===== src/rtl/reverse_bits.sv =====
// reverse_bits: two-lane bit permutation unit with a one-cycle registered
// result. Each accepted input is transformed according to mode:
//   00 full bit reversal, 01 pass-through, 10 half swap, 11 inverted reversal.
// Both lanes (a->q, b->w) use the same mode and are otherwise independent.
//
// Handshake: in_valid is sampled on each rising clk edge; there is no
// back-pressure, so every edge with in_valid=1 is accepted and produces
// out_valid=1 for exactly the following cycle along with its q/w result.
// Edges with in_valid=0 keep q/w unchanged and drive out_valid low.
//
// Optional feature: define REVERSE_BITS_PARITY_EN to add q_par/w_par, the
// even-parity (XOR reduction) of the registered q and w.
//
// WIDTH must be an even integer >= 2 so the half swap is well defined.
module reverse_bits #(
  parameter int WIDTH = 8
) (
  input  logic             clk,
  input  logic             rst_n,
  input  logic             in_valid,
  input  logic [1:0]       mode,
  input  logic [WIDTH-1:0] a,
  input  logic [WIDTH-1:0] b,
  output logic [WIDTH-1:0] q,
  output logic [WIDTH-1:0] w,
  output logic             out_valid
`ifdef REVERSE_BITS_PARITY_EN
  ,
  output logic             q_par,
  output logic             w_par
`endif
);

  localparam int HALF = WIDTH / 2;

  localparam logic [1:0] MODE_REVERSE = 2'b00;
  localparam logic [1:0] MODE_PASS    = 2'b01;
  localparam logic [1:0] MODE_SWAP    = 2'b10;
  localparam logic [1:0] MODE_INV_REV = 2'b11;

  // Per-lane transform shared by both lanes so they cannot diverge.
  function automatic logic [WIDTH-1:0] f_lane(input logic [1:0]       m,
                                              input logic [WIDTH-1:0] d);
    logic [WIDTH-1:0] rev;
    logic [WIDTH-1:0] res;
    for (int i = 0; i < WIDTH; i++) begin
      rev[WIDTH-1-i] = d[i];
    end
    case (m)
      MODE_REVERSE: res = rev;
      MODE_PASS:    res = d;
      MODE_SWAP:    res = {d[HALF-1:0], d[WIDTH-1:HALF]};
      MODE_INV_REV: res = ~rev;
      default:      res = d;
    endcase
    return res;
  endfunction

  logic [WIDTH-1:0] w_q_next;
  logic [WIDTH-1:0] w_w_next;
  logic [WIDTH-1:0] r_q;
  logic [WIDTH-1:0] r_w;
  logic             r_valid;

  // Combinational transform of the current operands for both lanes.
  always_comb begin
    w_q_next = f_lane(mode, a);
    w_w_next = f_lane(mode, b);
  end

  // Result registers: load on accepted input, otherwise hold.
  always_ff @(posedge clk or negedge rst_n) begin
    if (!rst_n) begin
      r_q <= '0;
      r_w <= '0;
    end else if (in_valid) begin
      r_q <= w_q_next;
      r_w <= w_w_next;
    end
  end

  // Output strobe: one cycle high per accepted input, back-to-back capable.
  always_ff @(posedge clk or negedge rst_n) begin
    if (!rst_n) begin
      r_valid <= 1'b0;
    end else begin
      r_valid <= in_valid;
    end
  end

  assign q         = r_q;
  assign w         = r_w;
  assign out_valid = r_valid;

`ifdef REVERSE_BITS_PARITY_EN
  // Parity follows the registered results, so it updates on the same edge
  // and reads 0 while q/w are reset to 0.
  assign q_par = ^r_q;
  assign w_par = ^r_w;
`endif

endmodule


===== config.mk =====
export PLATFORM = sky130hd
export DESIGN_NAME = reverse_bits
export DESIGN_NICKNAME = d
export VERILOG_FILES = /design/src/rtl/reverse_bits.sv
export SDC_FILE = /design/constraint.sdc
export NUM_CORES = 1
export LEC_CHECK = 0
export BUFFER_PORTS_ARGS = -buffer_cell sky130_fd_sc_hd__buf_2
export CAP_MARGIN = 40
export CORE_MARGIN = 2
export CORE_UTILIZATION = 40
export DETAILED_ROUTE_END_ITERATION = 6
export PLACE_DENSITY = 0.64
export SYNTH_ARGS = -nofsm -noshare
export SYNTH_HDL_FRONTEND = slang
export SYNTH_SLANG_ARGS = --single-unit
export TNS_END_PERCENT = 5

===== constraint.sdc =====
create_clock -name clk -period 1 [get_ports clk]
set_clock_uncertainty 0.1 [all_clocks]
set_input_delay 0.3 -clock clk [delete_from_list [all_inputs] [get_ports clk]]
set_output_delay 0.3 -clock clk [all_outputs]
set_load 0.02 [all_outputs]

After elaboration in Yosys (flattened, before gate mapping)
Cells that the tools add are included.

Register bits after elaboration: 17. Input port bits: 21. Output and inout bits: 17. Word-level logic and storage cells: 11.

Equal/unequal tests: 3. Multiplexer cells: 2. Bitwise operators: 2. Reductions and logical operators: 1.

Operators with widths (count): case mux 8 bit (4 select lines) (2); NOT 8 bit (2); equality test 2 bit (second input constant) (2); equality test 2 x 1 -> 1 bit (second input constant) (1); zero test 2 bit (1).

Longest topological paths before layout
Word-level depth: 2. Mapped depth: 6. Depth with buffers taken out: 3.

Least setup slack after synthesis
OpenSTA, ideal clock, no wires.

Path type: input port to flip-flop. Start: input port in_valid. End: register r_w[4] (netlist: w[4]). Library setup time: 0.137 ns. Arrival time: 0.973 ns. Required time: 0.763 ns. Setup slack: -0.210 ns. Stages on the path: 6. Path buffers: 3. Path through: buf_6 -> and2_4 -> buf_6 -> buf_6 -> o211ai_2 -> o221ai_2.

RTL lines: from (decl) (RTL line 20) `input logic in_valid,`; to (signal assigned) (RTL line 78) `r_w <= w_w_next;`; to (decl) (RTL line 62) `logic [WIDTH-1:0] r_w;`.

Worst setup path after layout
Start: register r_w[0] (netlist: w[0]). End: output port w[0].

RTL lines: to (decl) (RTL line 25) `output logic [WIDTH-1:0] w,`.

No word-level cell between the ends.

==> results.cfg <==
[grt]
grt_pass1_wl_mm = 4.40
grt_pass1_vias = 1025
grt_start_max_net_pins = 35
grtUsageTotal_pct = 17.2
antenna_found_initial = 0
grt_overflow = 0

[min_path]
hp-start = b[1]
min_to = w[5]$_DFFE_PN0P_
worstHoldPathCells = 3
min_path_type = in -> reg

[clock_tree]
cts.htree.levels = 1
clkTransAtPathRegs_ps = 110
cts_buffer_depth = 2
clk-insertion-delay-late_ps = 290
root_buffer = clkbuf_4
clock_sinks = 17
cts_tree = built
cts_buffers = 3

[routing]
finalWirelength_mm = 2.62
final_antenna_net_count = 0
vias = 1018
route.detailed.drc = 0
routedWlPerCell_um = 13.4
dr.pass1.iters = 4
drtIter0Drc = 22
avgViaCountPerCell = 5.22

[finish]
fin_util_pct = 53.8
nNetsFinal = 186
area_growth_pct = 29.3
drive_gt1_share_pct = 42.7
antenna_cells = 0

[pwr]
p_leak_nw = 0.687
power.density_nw_per_um2 = 1260
peakVddDrop_uv = 618

[placement]
hpwl_mm = 1.96
io_buffer_count = 37
gp_congestion = 0.812

[sta]
tightest_slew_ps = 411
slew_violations = 0
fin_crit_ps = 1260
finalHoldViolCount = 0
max_freq_mhz = 796
layout_setup_ws_ps = -256
max-slew-margin-rel_pct = 72.6
finalCritPeriodShare_pct = 126
grt_setup_unrepaired = true
hold_ws_ps = 197
setup_viol = 18

[critical_path]
path_class = reg -> out
cp.required_ps = 600
crit_fanout = 2
slowest_delay_ps = 420
cp_slowest_cell = dfrtp_1
cp_top_family = flip-flops
cp-end-kind = primary output
critPathBufInv = 1
arrival_ps = 860
r2r-start = w[0]$_DFFE_PN0P_
cp-start-kind = flop
reg2reg_setup_slack_ps = -10
path_cells = buf_6
rr_worst_depth = 4
reg2reg_to = w[0]$_DFFE_PN0P_

[floorplanning]
core_um2 = 2710
ioPinCount = 38
die_y_um = 57.1
die_w_um = 57.1
initial_core_util_pct = 41.6
rows = 19
dieArea_um2 = 3260

[logic_synthesis]
yosysWarnings = 0
synth_top_flop_cell = dfrtp_1
syn_area_per_cell_um2 = 9.47
ys_seq_area_share_pct = 37.7
synthCells = 119
synth_area_um2 = 1130
yosys-top-cells-count = dfrtp_1 (17), nor2b_1 (16), inv_1 (14)
synth_cell_type_count = 24
synth-seq-cells = 17
synth.most_common_cell = dfrtp_1
ys_async_sr_fraction_pct = 100
synth_enable_flop_cells = 0
syn_nets = 140
synth_top_cell_by_area = dfrtp_1
synthDominantCellAreaShare_pct = 37.7
synth_area_leaders = dfrtp_1 (38%), o221ai_1 (9.3%), nor2b_1 (8.9%)

[run_status]
failed_checks = setup timing
status = finished with violations

[run]
cap_violations = 0
==> cell type report <==
class	instances	area (um2)
Fill cell	274	1250
Sequential cell	17	425
Inverter	14	52.6
Tap cell	31	38.8
Timing Repair Buffer	52	340
Clock buffer	4	26.3
Multi-Input combinational cell	77	574
==> where the power goes <==
part	switching (mW)	internal, mW	total [mW]
clock network	0.242	0.155	0.397
registers	0.0437	0.769	0.813
logic	0.349	0.281	0.630
total	0.635	1.21	1.84
==> state kept, by name, summed over array words and instances (netlist names) <==
name,flops
out_valid,1
q,8
w,8
==> how the worst max path moves through the flow <==
stage	from	end	cells past startpoint
2_1_floorplan	in_valid	q[6]$_DFFE_PN0P_	6
3_3_place_gp	mode[0]	w[3]$_DFFE_PN0P_	5
3_5_place_dp	mode[0]	q[3]$_DFFE_PN0P_	5
4_1_cts	w[0]$_DFFE_PN0P_	w[0]	1
5_1_grt	w[1]$_DFFE_PN0P_	w[1]	1
6_report	w[0]$_DFFE_PN0P_	w[0]	1
==> worst reg2reg max path: stages, from the launching register on <==
cell	delay [ps]
dfrtp_1	420
buf_4	150
buf_4	120
nor2_2	70
nor2_1	50
==> what timing repair did <==
item                                    4_1_cts  5_1_grt
gates resized for setup                       4        7
hold buffers                                  1        0
buffers inserted                              1        2
endpoints found under the hold margin        17        0
pin swaps                                     0        0
endpoints found under the setup margin       17       20
==> through the flow <==
| step | TNS, ps | instances | power, mW | worst slack (ps) | instance area [um2] |
|---|---|---|---|---|---|
| 6_report | -4090 | 195 | 1.84 | -256 | 1460 |
| 5_1_grt | -4890 | 195 | 1.97 | -301 | 1460 |
| 4_1_cts | -4320 | 193 | 1.83 | -271 | 1420 |
| 3_5_place_dp | -4070 | 187 | 1.41 | -289 | 1370 |
| 3_3_place_gp | -3710 | 187 | 1.39 | -252 | 1370 |
| 2_1_floorplan | -2470 | 119 | 1.20 | -177 | 1140 |
==> routing by layer <==
layer / vias up / GRT usage [%] / share of wire [%]
li1: 510 / - / -
met1: 479 / 21.4 / 45
met2: 25 / 28.4 / 49
met3: 4 / 3.17 / 5.0
met4: 0 / 8.64 / 1.3
met5: - / 0 / 0
==> kinds of logic after synthesis <==
| logic type | Yosys count | synth area share [%] |
|---|---|---|
| AOI/OAI and AO/OA | 38 | 28.4 |
| DFF | 17 | 37.7 |
| buffers and inverters | 25 | 11.8 |
| and+or+nand+nor | 31 | 14.9 |
| muxes | 8 | 7.21 |
==> layout by cell type (no fill, tap or decap), types with 5 or more instances in the layout <==
cell type / count
a21oi_1: 7
o221ai_1: 12
nor2b_1: 15
buf_2: 32
buf_4: 13
inv_1: 14
mux2i_1: 7
o21ai_2: 7
o211ai_1: 5
nand2_1: 9
dfrtp_1: 17
Power figures use the tool's default switching activity.
